`src/rtl/core_mem.sv`:
```
// Memory-access stage: EX/MEM register, load/store request/acknowledge FSM,
// MEM/WB register, forwarding outputs and the stall raised while a transaction is open.
module core_mem (
    input  logic        clk,
    input  logic        rst,
    input  logic [31:0] alu_result,
    input  logic [31:0] data_to_mem,
    input  logic [4:0]  ex_dest_rd,
    input  logic        ex_regwrite,
    input  logic        ex_memread,
    input  logic        ex_memwrite,
    input  logic        ex_memtoreg,
    output logic        dc_req,
    output logic        dc_we,
    output logic [31:0] dc_addr,
    output logic [31:0] dc_wdata,
    input  logic        dc_ack,
    input  logic [31:0] dc_rdata,
    output logic        mem_stall,
    output logic        mem_regwrite,
    output logic [4:0]  mem_regrd,
    output logic [31:0] mem_reg_data,
    output logic        wb_regwrite,
    output logic [4:0]  wb_regrd,
    output logic [31:0] wb_reg_data,
    output logic        addr_err
);

    typedef enum logic [1:0] {
        ST_IDLE = 2'b00,
        ST_REQ  = 2'b01,
        ST_RESP = 2'b10
    } state_t;

    // A memory op whose byte address is not word aligned.
    function automatic logic is_misaligned(input logic op, input logic [1:0] byte_off);
        return op & (byte_off != 2'b00);
    endfunction

    logic [31:0] m_alu_r;
    logic [31:0] m_wdata_r;
    logic [4:0]  m_rd_r;
    logic        m_regwrite_r;
    logic        m_memread_r;
    logic        m_memwrite_r;
    logic        m_memtoreg_r;

    state_t      state_r;
    state_t      state_next_s;
    logic        err_set_s;
    logic        err_q_r;
    logic        addr_err_r;
    logic [31:0] rdata_q_r;

    logic        wb_regwrite_r;
    logic [4:0]  wb_regrd_r;
    logic [31:0] wb_reg_data_r;

    logic        memop_s;
    logic        misaligned_s;
    logic        mem_stall_s;
    logic        ack_take_s;

    assign memop_s      = m_memread_r | m_memwrite_r;
    assign misaligned_s = is_misaligned(memop_s, m_alu_r[1:0]);
    // RESP is the one cycle in which a memory op may advance.
    assign mem_stall_s  = memop_s & (state_r != ST_RESP);
    assign ack_take_s   = (state_r == ST_REQ) & dc_ack;

    // EX/MEM pipeline register, frozen while a memory op is outstanding.
    always_ff @(posedge clk or negedge rst) begin
        if (!rst) begin
            m_alu_r      <= 32'd0;
            m_wdata_r    <= 32'd0;
            m_rd_r       <= 5'd0;
            m_regwrite_r <= 1'b0;
            m_memread_r  <= 1'b0;
            m_memwrite_r <= 1'b0;
            m_memtoreg_r <= 1'b0;
        end else if (!mem_stall_s) begin
            m_alu_r      <= alu_result;
            m_wdata_r    <= data_to_mem;
            m_rd_r       <= ex_dest_rd;
            m_regwrite_r <= ex_regwrite;
            m_memread_r  <= ex_memread;
            m_memwrite_r <= ex_memwrite;
            m_memtoreg_r <= ex_memtoreg;
        end
    end

    // Next-state logic of the request/acknowledge FSM.
    always_comb begin
        state_next_s = state_r;
        err_set_s    = 1'b0;
        case (state_r)
            ST_IDLE: begin
                if (misaligned_s) begin
                    state_next_s = ST_RESP;
                    err_set_s    = 1'b1;
                end else if (memop_s) begin
                    state_next_s = ST_REQ;
                end else begin
                    state_next_s = ST_IDLE;
                end
            end
            ST_REQ: begin
                if (dc_ack) begin
                    state_next_s = ST_RESP;
                end else begin
                    state_next_s = ST_REQ;
                end
            end
            ST_RESP: state_next_s = ST_IDLE;
            default: state_next_s = ST_IDLE;
        endcase
    end

    // FSM state, transaction error flag, sticky address error and load-data capture.
    always_ff @(posedge clk or negedge rst) begin
        if (!rst) begin
            state_r    <= ST_IDLE;
            err_q_r    <= 1'b0;
            addr_err_r <= 1'b0;
            rdata_q_r  <= 32'd0;
        end else begin
            state_r    <= state_next_s;
            addr_err_r <= addr_err_r | err_set_s;
            if (err_set_s) begin
                err_q_r <= 1'b1;
            end else if (state_r == ST_RESP) begin
                err_q_r <= 1'b0;
            end
            if (ack_take_s) begin
                rdata_q_r <= dc_rdata;
            end
        end
    end

    // MEM/WB pipeline register; a bubble is inserted while the stage is stalled.
    always_ff @(posedge clk or negedge rst) begin
        if (!rst) begin
            wb_regwrite_r <= 1'b0;
            wb_regrd_r    <= 5'd0;
            wb_reg_data_r <= 32'd0;
        end else if (!mem_stall_s) begin
            wb_regwrite_r <= m_regwrite_r & ~err_q_r;
            wb_regrd_r    <= m_rd_r;
            wb_reg_data_r <= m_memtoreg_r ? rdata_q_r : m_alu_r;
        end else begin
            wb_regwrite_r <= 1'b0;
        end
    end

    assign dc_req       = (state_r == ST_REQ);
    assign dc_we        = m_memwrite_r;
    assign dc_addr      = {m_alu_r[31:2], 2'b00};
    assign dc_wdata     = m_wdata_r;
    assign mem_stall    = mem_stall_s;
    // Load data is not available in MEM, so loads never forward from here.
    assign mem_regwrite = m_regwrite_r & ~m_memread_r;
    assign mem_regrd    = m_rd_r;
    assign mem_reg_data = m_alu_r;
    assign wb_regwrite  = wb_regwrite_r;
    assign wb_regrd     = wb_regrd_r;
    assign wb_reg_data  = wb_reg_data_r;
    assign addr_err     = addr_err_r;

endmodule

```
`config.mk`:
```
export PLATFORM = sky130hd
export DESIGN_NAME = core_mem
export DESIGN_NICKNAME = d
export VERILOG_FILES = /design/src/rtl/core_mem.sv
export SDC_FILE = /design/constraint.sdc
export NUM_CORES = 1
export LEC_CHECK = 0
export BUFFER_PORTS_ARGS = -buffer_cell sky130_fd_sc_hd__buf_2
export CAP_MARGIN = 20
export CORE_MARGIN = 2
export CORE_UTILIZATION = 49
export DETAILED_ROUTE_END_ITERATION = 10
export HOLD_SLACK_MARGIN = 0.05
export PLACE_DENSITY = 0.8
export RECOVER_POWER = 50
export SLEW_MARGIN = 20
export SYNTH_ARGS = -nofsm -noshare
export SYNTH_HDL_FRONTEND = slang
export SYNTH_SLANG_ARGS = --single-unit
```
`constraint.sdc`:
```
create_clock -name clk -period 2 [get_ports clk]
set_input_delay 0 -clock clk [delete_from_list [all_inputs] [get_ports clk]]
set_output_delay 0 -clock clk [all_outputs]
set_load 0.005 [all_outputs]
```
# Word-level counts from Yosys, hierarchy flattened
# Cells that the tools add are included.
# totals
register_bits,147
out_inout_bits,144
# classes
eq_ne,3
muxes,10
bitwise,9
n_reduce_logical,3
# ops
cell,count
32-bit 2-to-1 mux,1
1-bit 2-to-1 mux,6
1-bit bitwise AND,5
2-bit 2-to-1 mux,2
2-bit case mux with 2 select lines,1
2-bit nonzero test,2
2-bit by 1-bit == test with 1-bit output (second input constant),1
2-bit == test (second input constant),1
2-bit logical NOT,1
2-bit != test (second input constant),1
1-bit NOT,2
1-bit OR,2

# Depth between registers and ports, before layout
# Gate-level depths: netlist of run 1.
# depth
ltp_word,5
ltp_mapped,5
mapped_depth_nobuf,3

# Least setup slack after synthesis of run 1
# OpenSTA, ideal clock, no wires.
# synth_timing
kind,register to register
from,register m_memtoreg_r
to,register wb_reg_data_r[10] (netlist: wb_reg_data[10])
setup_time_ns,0.125
arrival_time_ns,1.319
required_ns,1.875
setup_slack_ns,0.556
stages_incl_launch_ff,5
synth_period_minus_slack_ns,1.444
cell_sequence,dfrtp_1 clkbuf_1 buf_2 mux2_2 mux2_4
# synth_between
elab_chain_cells,1
# synth_rtl
element,line,text
start: declaration,46,logic m_memtoreg_r;
start signal: assignment,87,m_memtoreg_r <= ex_memtoreg;
32-bit 2-to-1 mux,148,wb_reg_data_r <= m_memtoreg_r ? rdata_q_r : m_alu_r;
end signal: assignment,148,
end: declaration,57,logic [31:0] wb_reg_data_r;
# No other way between the ends.
# A chain may end at the register's enable or synchronous reset.

# Worst setup path after layout of run 1
# layout_timing
from,register state_r[0]
to,output mem_stall
# layout_between
elab_chain_cells,2
# layout_rtl
element,line,text
start: declaration,48,state_t state_r;
start signal: assignment,126,state_r <= state_next_s;
2-bit != test,67,assign mem_stall_s = memop_s & (state_r != ST_RESP);
1-bit bitwise AND,67,
end: declaration,19,"output logic mem_stall,"
# No other way between the ends.

==> results.json, run 1 <==
{
  "worst_setup_hold_path_clk_slew_ns": 0.06,
  "mapped_cell_area_mm2": 0.00667,
  "end_kind": "output port",
  "globalRouteTotalUtil": 0.223,
  "maximum_fanout_along_the_worst_path": 57,
  "port_buffers": 249,
  "ir_worst_vdd_v": 0.000925,
  "critical_path_launch_point": "state_r[0]$_DFF_PN0_",
  "switching_component_of_the_power_w": 0.00512,
  "portion_of_total_power_attributed_to_sequential_cells": 0.343,
  "finalWeightedCongestion": 0.735,
  "slew_viol_final": 0,
  "timing_hold_violations_final": 0,
  "sort_of_element_at_the_start_of_the_critical_path": "flip-flop",
  "multi_input_comb_area_mm2": 0.00247,
  "switching_share": 0.310,
  "layout.area.seq_mm2": 0.00368,
  "cellPowerDensity_mw_per_mm2": 1770,
  "dieArea_mm2": 0.0146,
  "routed_wire_length_per_instance_um": 17.3,
  "boundaryPins": 252,
  "postRouteAntennaNets": 0,
  "worst-r2r-setup-slack_ns": 0.34,
  "critical-path-max-stage-delay_ns": 0.38,
  "clock_sink_count": 147,
  "post_cts_resized": 0,
  "grt_start_max_net_pins": 72,
  "floorplan.initialDensity": 0.504,
  "timing.max_cap.violations": 0,
  "netlist.area_leader.share": 0.552,
  "first_global_vias": 4741,
  "tritoncts": "built",
  "first_pass_grt_wire_length_um": 24800,
  "post-dp-hpwl_um": 9590,
  "synth_edf_count": 0,
  "antenna_found_initial": 0,
  "drive_gt1_frac": 0.541,
  "die_width_um": 121,
  "path_buf_inv": 2,
  "top_area_cells_in_the_synthesized_netlist": "sky130_fd_sc_hd__dfrtp_1 55%, sky130_fd_sc_hd__mux2_4 23%, sky130_fd_sc_hd__mux2_2 11%",
  "core_area_mm2": 0.0132,
  "rows": 42,
  "cp_top_family": "buffers and inverters",
  "sequential_cell_area_fraction_in_the_yosys_report": 0.552,
  "drt-vias-per-instance": 4.77,
  "fill_cells": 915,
  "timing_limited_maximum_frequency_ghz": 0.572,
  "worst_ep_required_time_ns": 2.00,
  "numCtsBuffers": 17,
  "path_cells": "nand2b_4, nor2b_4, buf_12, buf_2",
  "comb_power_share": 0.457,
  "num-nets-final": 831,
  "worst_skew_pair.late_latency_ns": 0.42,
  "cellLeakagePower_nw": 4.60,
  "regToRegStartpoint": "state_r[0]$_DFF_PN0_",
  "report.final.setup_viol": 0,
  "p_clk_frac": 0.200,
  "timing.final.crit_share": 0.874,
  "clock_skew_ns": 0.00586,
  "syn_to_final_growth_pct": 39.8,
  "antenna_cells_inserted": 0,
  "vertical_extent_of_the_die_um": 121,
  "aggregate_routed_wire_length_um": 15800,
  "cts.htree.levels": 4,
  "cp_data_arrival_time_ns": 1.75,
  "synth_cell_types": 26,
  "synthFlopType": "sky130_fd_sc_hd__dfrtp_1",
  "yosysTopAreaCell": "sky130_fd_sc_hd__dfrtp_1",
  "detail_route.first_pass.iterations": 4,
  "hold_ws_ns": 0.170,
  "worstSetupEndpoint": "mem_stall",
  "regToRegEndpoint": "mem_reg_data[28]$_DFFE_PN0N_",
  "maxSlewHeadroom": 0.462,
  "maximum_clock_insertion_buffer_count": 2,
  "flop_and_latch_count_out_of_synthesis": 147,
  "fin_tns_setup_ns": 0,
  "synthCells": 390,
  "critical_path_class": "flip-flop to output port",
  "worst_r2r_path_depth": 4,
  "num_vias": 4349,
  "timing_worst_slew_pin_value_ns": 0.807,
  "drc_errors": 0,
  "yosysWarningCount": 0,
  "crit_path_time_final_ns": 1.75,
  "status": "finished, final reports clean",
  "async_set_or_reset_register_ratio_after_synthesis": 1.00,
  "rsz0062_at_grt": "no",
  "cts-root-buf": "sky130_fd_sc_hd__clkbuf_16",
  "postSynthAreaPerCell_um2": 17.1,
  "slowest_stage": "sky130_fd_sc_hd__dfrtp_1",
  "timing.hold.worst.class": "input port to async pin",
  "total_stage_count_of_the_critical_path": 4,
  "gr-total-overflow": 0,
  "initialDrtViolationCount": 184,
  "power.internal_w": 0.0114
}
==> cell usage in the layout (no fill, tap or decap) <==
master / instances
sky130_fd_sc_hd__nor2_1: 1
sky130_fd_sc_hd__bufinv_16: 3
sky130_fd_sc_hd__mux2_1: 9
sky130_fd_sc_hd__clkbuf_16: 17
sky130_fd_sc_hd__mux2_2: 63
sky130_fd_sc_hd__dlygate4sd3_1: 107
sky130_fd_sc_hd__nor4_1: 1
sky130_fd_sc_hd__a21o_1: 1
sky130_fd_sc_hd__buf_12: 2
sky130_fd_sc_hd__a22o_1: 3
sky130_fd_sc_hd__clkbuf_1: 57
sky130_fd_sc_hd__nand2b_4: 1
sky130_fd_sc_hd__clkinvlp_4: 2
sky130_fd_sc_hd__or2_2: 1
sky130_fd_sc_hd__dfrtp_1: 147
sky130_fd_sc_hd__conb_1: 2
sky130_fd_sc_hd__nor2b_4: 1
sky130_fd_sc_hd__buf_2: 190
sky130_fd_sc_hd__buf_6: 1
sky130_fd_sc_hd__and2b_2: 1
sky130_fd_sc_hd__nor3b_1: 1
sky130_fd_sc_hd__nand2_1: 2
sky130_fd_sc_hd__mux2_4: 100
sky130_fd_sc_hd__nor2_8: 1
sky130_fd_sc_hd__nor2b_1: 1
sky130_fd_sc_hd__clkbuf_2: 1
sky130_fd_sc_hd__nand2_4: 1
sky130_fd_sc_hd__nand2b_1: 1
sky130_fd_sc_hd__clkbuf_8: 5
sky130_fd_sc_hd__nor3_1: 1
sky130_fd_sc_hd__clkinv_2: 4
sky130_fd_sc_hd__inv_1: 1
sky130_fd_sc_hd__buf_1: 3
sky130_fd_sc_hd__buf_4: 4
==> timing repair <==
item / CTS / global route
buffers inserted: 0 / 0
endpoints found under the hold margin: 173 / 0
endpoints found under the setup margin: 0 / 0
hold buffers: 107 / 0
==> stage by stage <==
stage / cell area (µm²) / instances / worst slack (ns) / power (W) / utilization
floorplan: 6670 / 391 / 0.556 / 0.0117 / -
global placement: 7720 / 773 / 0.387 / 0.0128 / 0.583
detailed placement: 7720 / 773 / 0.334 / 0.0132 / 0.583
CTS: 9420 / 912 / 0.200 / 0.0167 / 0.711
global route: 9330 / 912 / 0.166 / 0.0174 / 0.704
finish: 9330 / 912 / 0.253 / 0.0165 / 0.704
==> power by group through the flow <==
stage               sequential (W)  combinational, W  clock, W
floorplan                  0.00553           0.00621         0
global placement           0.00554           0.00731         0
detailed placement         0.00562           0.00754         0
CTS                        0.00562           0.00774   0.00339
global route               0.00584           0.00805   0.00352
finish                     0.00566           0.00755   0.00331
==> how the worst min path moves through the flow <==
stage               from                     endpoint  slack, ns  cells after the start
global placement     rst   wb_reg_data[7]$_DFFE_PN0N_       0.05                      1
CTS                  rst  mem_reg_data[5]$_DFFE_PN0N_       0.20                      2
floorplan            rst           addr_err$_DFF_PN0_      -0.30                      0
detailed placement   rst  mem_reg_data[9]$_DFFE_PN0N_       0.07                      1
finish               rst   wb_reg_data[7]$_DFFE_PN0N_       0.17                      2
global route         rst      dc_wdata[8]$_DFFE_PN0N_       0.22                      2
==> cell type report <==
type	count	share of cell area
clock buffer	23	0.0534
inverter	1	0.000403
clock inverter	9	0.0134
sequential	147	0.394
multi-input combinational	192	0.265
timing repair buffer	364	0.250
tap	176	0.0236
==> layer usage <==
metal  GRT usage  part of all wire
met1       0.263              0.40
met5           0                 0
met3      0.0580             0.055
met4      0.0959             0.024
met2       0.385              0.52
==> state kept, by name, indices dropped and copies added, names as in the netlist, 2 cells and up <==
signal	flops
state_r	2
mem_reg_data	32
mem_regrd	5
wb_reg_data	32
rdata_q_r	32
dc_wdata	32
wb_regrd	5
==> synth_stat cells (all sizes together), types with 2 or more instances <==
cell type  count
mux2         172
dfrtp        147
buf           50
a22o           3
nand2          3
nand2b         2
nor2           2
nor2b          2
==> logic make-up after synthesis <==
logic type	after synthesis	share of synthesized area
buffers and inverters	52	0.0786
AND/OR/NAND/NOR	14	0.0174
AO/OA/AOI/OAI	4	0.00507
other	1	0.000562
flip-flops	147	0.552
multiplexers	172	0.347
Note: power is estimated with default switching activity, not from simulation.
==> inputs of run 2 (changes only) <==
--- a/config.mk
+++ b/config.mk
@@ -5,6 +5,7 @@
 export SDC_FILE = /design/constraint.sdc
 export NUM_CORES = 1
 export LEC_CHECK = 0
+export ABC_AREA = 1
 export BUFFER_PORTS_ARGS = -buffer_cell sky130_fd_sc_hd__buf_2
 export CAP_MARGIN = 20
 export CORE_MARGIN = 2
==> run 2 against run 1 <==
Register-to-register slack lost 0.15 ns. Count of clock-buffer cells in the layout grew 1. Hold slack gained 0.13 ns. Global-route usage grew 6.5 points. Final cell count grew 40%. Sequential share of layout area grew 0.47 points. Die area shrank 2.7%. Combinational power shrank 18%. Clock skew shrank 0.00086 ns. Critical path depth grew 2. Largest power group unchanged.
==> results.json, run 2 <==
{
  "status": "finished, final reports clean",
  "design_power_total_w": 0.0147,
  "first_global_vias": 6337,
  "synth_simple_gate_area_frac": 0.343,
  "top_area_cells_in_the_synthesized_netlist": "sky130_fd_sc_hd__dfrtp_1 57%, sky130_fd_sc_hd__nand2_1 23%, sky130_fd_sc_hd__nand3_1 11%",
  "timing.final.crit_share": 0.937,
  "sort_of_element_at_the_start_of_the_critical_path": "flip-flop",
  "sequential_cell_area_fraction_in_the_yosys_report": 0.567,
  "postRouteAntennaNets": 0,
  "yosysTopAreaCell": "sky130_fd_sc_hd__dfrtp_1",
  "post-dp-hpwl_um": 11100,
  "yosysWarningCount": 0,
  "critical_path_class": "flip-flop to output port",
  "dieArea_mm2": 0.0142,
  "timing_limited_maximum_frequency_ghz": 0.533,
  "synth-xor-area-share": 0,
  "fraction_of_synthesized_area_in_multiplexers": 0,
  "initialDrtViolationCount": 579,
  "numCtsBuffers": 17,
  "synthFlopType": "sky130_fd_sc_hd__dfrtp_1",
  "netlist.area_leader.share": 0.567,
  "groute.layer.met2.usage": 0.481,
  "portion_of_total_power_attributed_to_sequential_cells": 0.370,
  "cts.htree.levels": 4,
  "antenna_found_initial": 0,
  "die_width_um": 119,
  "syn_to_final_growth_pct": 42.1,
  "first_pass_grt_wire_length_um": 31900,
  "gr-total-overflow": 0,
  "synthCells": 784,
  "grt_start_max_net_pins": 112,
  "routed_wire_length_per_instance_um": 15.7,
  "worst_setup_hold_path_clk_slew_ns": 0.06,
  "synth.most_common_cell": "sky130_fd_sc_hd__nand2_1",
  "cp_data_arrival_time_ns": 1.87,
  "num_vias": 6489,
  "drt-vias-per-instance": 5.08,
  "slowest_stage": "sky130_fd_sc_hd__dfrtp_1",
  "timing.max_cap.violations": 0,
  "vertical_extent_of_the_die_um": 119,
  "async_set_or_reset_register_ratio_after_synthesis": 1.00,
  "flop_and_latch_count_out_of_synthesis": 147,
  "yosys.area_share.adder": 0,
  "layer_carrying_the_most_global_route_usage": "met2",
  "timing_worst_slew_pin_value_ns": 1.38,
  "drive_gt1_frac": 0.233,
  "rsz0062_at_grt": "no",
  "rows": 42,
  "port_buffers": 249,
  "end_kind": "output port",
  "switching_share": 0.403,
  "report.final.setup_viol": 0,
  "core_area_mm2": 0.0131,
  "boundaryPins": 252,
  "fill_cells": 967,
  "synth_edf_count": 0,
  "postSynthAreaPerCell_um2": 8.27,
  "mapped_cell_area_mm2": 0.00648,
  "p_clk_frac": 0.208,
  "timing.hold.worst.class": "input port to flip-flop",
  "met3_usage_in_global_routing": 0.0584,
  "cellLeakagePower_nw": 5.17,
  "clock_sink_count": 147,
  "cts-root-buf": "sky130_fd_sc_hd__clkbuf_16",
  "netlist_top_cells_count": "389 x sky130_fd_sc_hd__nand2_1, 147 x sky130_fd_sc_hd__dfrtp_1, 143 x sky130_fd_sc_hd__nand3_1",
  "synth_compound_gate_area_share": 0,
  "cellPowerDensity_mw_per_mm2": 1600,
  "synth_cell_types": 14,
  "drc_errors": 0,
  "globalRouteTotalUtil": 0.288,
  "switching_component_of_the_power_w": 0.00593,
  "slew_viol_final": 0,
  "tritoncts": "built",
  "crit_path_time_final_ns": 1.87,
  "floorplan.initialDensity": 0.496,
  "path_cells": "inv_1, nand2_4, nand2_4, buf_12, inv_1, buf_2",
  "fin_tns_setup_ns": 0,
  "worst_ep_required_time_ns": 2.00,
  "comb_power_share": 0.422,
  "aggregate_routed_wire_length_um": 20000,
  "antenna_cells_inserted": 0,
  "synth_top_family_by_area": "simple AND/OR/NAND/NOR gates",
  "ir_worst_vdd_v": 0.000762,
  "power.internal_w": 0.00879,
  "maximum_clock_insertion_buffer_count": 2,
  "grt_util_met1": 0.366,
  "clock_skew_ns": 0.00500,
  "critical-path-max-stage-delay_ns": 0.40,
  "finalWeightedCongestion": 0.775,
  "maxSlewHeadroom": 0.0806,
  "maximum_fanout_along_the_worst_path": 48,
  "most-common-layout-cells": "389 x sky130_fd_sc_hd__nand2_1, 211 x sky130_fd_sc_hd__buf_2, 147 x sky130_fd_sc_hd__dfrtp_1",
  "timing_hold_violations_final": 0,
  "final_common_cell": "sky130_fd_sc_hd__nand2_1",
  "worst_skew_pair.late_latency_ns": 0.42,
  "num-nets-final": 1200,
  "detail_route.first_pass.iterations": 5
}
==> run 2: cell count changes after synthesis, sizes merged, moves of 2 or more <==
cell	delta
nand2	+389
mux2	-172
nand3	+143
buf	+29
inv	+10
clkbuf	+4
a22o	-3
nor2	+3
nand2b	-2
nor2b	-2
==> run 2: layout make-up <==
cell class | count | area, µm² | share of cell area
Tap cell | 176 | 220 | 0.0239
Inverter | 11 | 41.3 | 0.00448
Multi-Input combinational cell | 543 | 2250 | 0.245
Clock inverter | 5 | 77.6 | 0.00842
Sequential cell | 147 | 3680 | 0.399
Timing Repair Buffer | 372 | 2460 | 0.267
Clock buffer | 24 | 482 | 0.0523
==> run 2: critical path: cells and delay by family (launching register included) <==
kind	cells	cell delay, ns
buffers and inverters	4	0.64
flip-flops	1	0.40
AND/OR/NAND/NOR	2	0.37
==> run 2: kinds of logic (layout without fill, tap and decap cells) <==
logic type / count (synthesis) / in the layout
flops: 147 / 147
other cells: 1 / 2
buf+inv: 95 / 412
simple gates: 541 / 541
==> run 2: final timing paths <==
kind,start,to,slack [ns],cells past startpoint
setup / recovery,state_r[0]$_DFF_PN0_,mem_stall,0.13,6
hold / removal,data_to_mem[27],dc_wdata[27]$_DFFE_PN0N_,0.30,4
setup reg to reg,state_r[0]$_DFF_PN0_,rdata_q_r[0]$_DFFE_PN0P_,0.19,5
hold reg to reg,addr_err$_DFF_PN0_,addr_err$_DFF_PN0_,0.47,2
max in group asynchronous,rst,rdata_q_r[13]$_DFFE_PN0P_,0.48,3
min in group asynchronous,rst,wb_regrd[1]$_DFFE_PN0N_,0.42,2
==> run 2: power groups by stage <==
| stage | logic (W) | clock network, W | registers (W) |
|---|---|---|---|
| final | 0.00622 | 0.00306 | 0.00544 |
| after global routing | 0.00700 | 0.00325 | 0.00559 |
| after CTS | 0.00622 | 0.00310 | 0.00538 |
| after detailed placement | 0.00601 | 0 | 0.00538 |
| after global placement | 0.00584 | 0 | 0.00538 |
| after floorplan | 0.00404 | 0 | 0.00531 |
==> run 2: repair_timing <==
action	in CTS	in global routing
resized for setup	0	0
hold endpoints to repair	253	0
hold buffers	109	0
setup buffers	0	0
==> run 2: stage by stage <==
stage | util | instances | hold slack (ns) | setup WS (ns) | cell area (µm²)
after floorplan | - | 785 | -0.296 | 0.905 | 6490
after global routing | 0.704 | 1278 | 0.315 | 0.0170 | 9220
after detailed placement | 0.583 | 1140 | -0.0128 | 0.525 | 7630
after CTS | 0.709 | 1278 | 0.105 | 0.115 | 9280
final | 0.704 | 1278 | 0.302 | 0.125 | 9220
after global placement | 0.583 | 1140 | -0.0105 | 0.570 | 7630
==> run 2: metal layers <==
| metal | vias up | share of wire |
|---|---|---|
| met5 | - | 0 |
| met4 | 0 | 0.028 |
| met3 | 49 | 0.076 |
| met2 | 360 | 0.50 |
| met1 | 3029 | 0.39 |
| li1 | 3051 | - |
==> inputs of run 3 (changes only) <==
--- a/config.mk
+++ b/config.mk
@@ -9,10 +9,10 @@
 export BUFFER_PORTS_ARGS = -buffer_cell sky130_fd_sc_hd__buf_2
 export CAP_MARGIN = 20
 export CORE_MARGIN = 2
-export CORE_UTILIZATION = 49
+export CORE_UTILIZATION = 44
 export DETAILED_ROUTE_END_ITERATION = 10
 export HOLD_SLACK_MARGIN = 0.05
-export PLACE_DENSITY = 0.8
+export PLACE_DENSITY = 0.76
 export RECOVER_POWER = 50
 export SLEW_MARGIN = 20
 export SYNTH_ARGS = -nofsm -noshare
==> constraint.sdc (replaced) <==
create_clock -name clk -period 1.6 [get_ports clk]
set_input_delay 0 -clock clk [delete_from_list [all_inputs] [get_ports clk]]
set_output_delay 0 -clock clk [all_outputs]
set_load 0.005 [all_outputs]
==> run 3 against run 2 <==
Global-route usage fell by 2.9 points. Register-to-register slack got worse by 0.13 ns. Largest power group unchanged. Hold slack improved by 0.0045 ns. Worst setup slack got worse by 0.068 ns. Final area rose by 2.9%. Highest routed layer unchanged.
==> results.json, run 3 (synthesis results as in run 2) <==
{
  "routed_wire_length_per_instance_um": 15.6,
  "report.final.setup_viol": 0,
  "initialDrtViolationCount": 436,
  "rows": 44,
  "end_kind": "flip-flop",
  "sort_of_element_at_the_start_of_the_critical_path": "flip-flop",
  "maximum_fanout_along_the_worst_path": 14,
  "boundaryPins": 252,
  "timing_limited_maximum_frequency_ghz": 0.648,
  "num-nets-final": 1215,
  "cp_data_arrival_time_ns": 1.89,
  "maxSlewHeadroom": 0.159,
  "floorplan.initialDensity": 0.448,
  "final_critical_path_setup_slack_ns": 0.0572,
  "worst_r2r_path_depth": 5,
  "regToRegStartpoint": "state_r[1]$_DFF_PN0_",
  "worst_skew_pair.late_latency_ns": 0.42,
  "timing.final.crit_share": 0.964,
  "clock_sink_count": 147,
  "ir_worst_vdd_v": 0.000965,
  "clock_skew_ns": 0.00877,
  "fin_area_mm2": 0.00949,
  "grt_util_met1": 0.320,
  "dieArea_mm2": 0.0157,
  "critical_path_class": "flip-flop to flip-flop",
  "timing.max_cap.violations": 0,
  "timing.hold.worst.class": "input port to flip-flop",
  "aggregate_routed_wire_length_um": 20300,
  "globalRouteTotalUtil": 0.259,
  "hold_path.startpoint": "alu_result[9]",
  "min_delay_path_depth": 4,
  "cellLeakagePower_nw": 5.29,
  "pre_cts_ws_ns": 0.0567,
  "vertical_extent_of_the_die_um": 125,
  "antenna_cells_inserted": 0,
  "finalWeightedCongestion": 0.787,
  "fin_tns_setup_ns": 0,
  "syn_to_final_growth_pct": 46.3,
  "critical_path_launch_point": "state_r[1]$_DFF_PN0_",
  "final_common_cell": "sky130_fd_sc_hd__nand2_1",
  "rsz0062_at_grt": "no",
  "drc_errors": 0,
  "grt_start_max_net_pins": 70,
  "timing_worst_slew_pin_value_ns": 1.26,
  "post-dp-hpwl_um": 11800,
  "layer_carrying_the_most_global_route_usage": "met2",
  "most-common-layout-cells": "389 x sky130_fd_sc_hd__nand2_1, 215 x sky130_fd_sc_hd__buf_2, 146 x sky130_fd_sc_hd__dfrtp_1",
  "cts.htree.levels": 4,
  "cellPowerDensity_mw_per_mm2": 2030,
  "first_global_vias": 6479,
  "crit_path_time_final_ns": 1.54,
  "timing_hold_violations_final": 0,
  "groute.layer.met2.usage": 0.426,
  "postRouteAntennaNets": 0,
  "final_util": 0.655,
  "worst_setup_hold_path_clk_slew_ns": 0.06,
  "tritoncts": "built",
  "met3_usage_in_global_routing": 0.0586,
  "gr-total-overflow": 0,
  "num_vias": 6548,
  "drive_gt1_frac": 0.250,
  "design_power_total_w": 0.0193,
  "die_width_um": 125,
  "cts-root-buf": "sky130_fd_sc_hd__clkbuf_16",
  "port_buffers": 249,
  "core_area_mm2": 0.0145,
  "drt-vias-per-instance": 5.02,
  "slew_viol_final": 0,
  "maximum_clock_insertion_buffer_count": 2,
  "postPlaceCellArea_mm2": 0.00768,
  "antenna_found_initial": 0,
  "detail_route.first_pass.iterations": 5,
  "first_pass_grt_wire_length_um": 32500,
  "worst_ep_required_time_ns": 1.95,
  "status": "finished, final reports clean",
  "numCtsBuffers": 17
}
run 3: per-layer routing:
layer | vias to the layer above | share of wire
met5 | - | 0
met4 | 0 | 0.038
met3 | 67 | 0.063
met2 | 300 | 0.49
met1 | 3098 | 0.41
li1 | 3083 | -
run 3: critical path, stage by stage (launching register included):
cell and delay, ns:
sky130_fd_sc_hd__dfrtp_2 0.45, sky130_fd_sc_hd__nor2_4 0.14, sky130_fd_sc_hd__buf_8 0.17, sky130_fd_sc_hd__nand3_1 0.08, sky130_fd_sc_hd__dlygate4sd3_1 0.58, sky130_fd_sc_hd__nand2_1 0.06
run 3: path summary, 6_finish.rpt:
check	slack [ns]	end
max reg2reg	0.06	rdata_q_r[0]$_DFFE_PN0P_
min in group asynchronous	0.39	mem_regrd[3]$_DFFE_PN0N_
max in group asynchronous	0.30	rdata_q_r[16]$_DFFE_PN0P_
max	0.06	rdata_q_r[0]$_DFFE_PN0P_
min reg2reg	0.47	addr_err$_DFF_PN0_
min	0.31	mem_reg_data[9]$_DFFE_PN0N_
run 3: stage by stage:
| stage | std cells | hold WS, ns |
|---|---|---|
| floorplan | 785 | -0.296 |
| global placement | 1154 | -0.0290 |
| detailed placement | 1154 | -0.0250 |
| CTS | 1300 | 0.0935 |
| global route | 1304 | 0.314 |
| finish | 1304 | 0.306 |
run 3: where the power goes:
group	leakage, nW	total [W]	switching, W	internal (W)
Sequential	1.83	0.00679	0.00129	0.00550
Clock	0.316	0.00426	0.00150	0.00276
Combinational	3.15	0.00821	0.00476	0.00346
Total	5.29	0.0193	0.00754	0.0117
run 3: area by class of cell:
type / instances / area, µm²
flip-flops and latches: 147 / 3680
clock buffers: 22 / 484
clock inverters: 10 / 153
repair buffers: 387 / 2640
well taps: 184 / 230
inverters: 11 / 41.3
fillers: 1138 / 4990
multi-input cells: 543 / 2260
run 3: timing repair:
action / CTS / global route
hold endpoints to repair: 253 / 0
setup endpoints to repair: 1 / 73
pin swaps: 0 / 1
hold buffers: 113 / 0
buffers inserted: 0 / 4
gates cloned: 1 / 0
resized for setup: 2 / 4
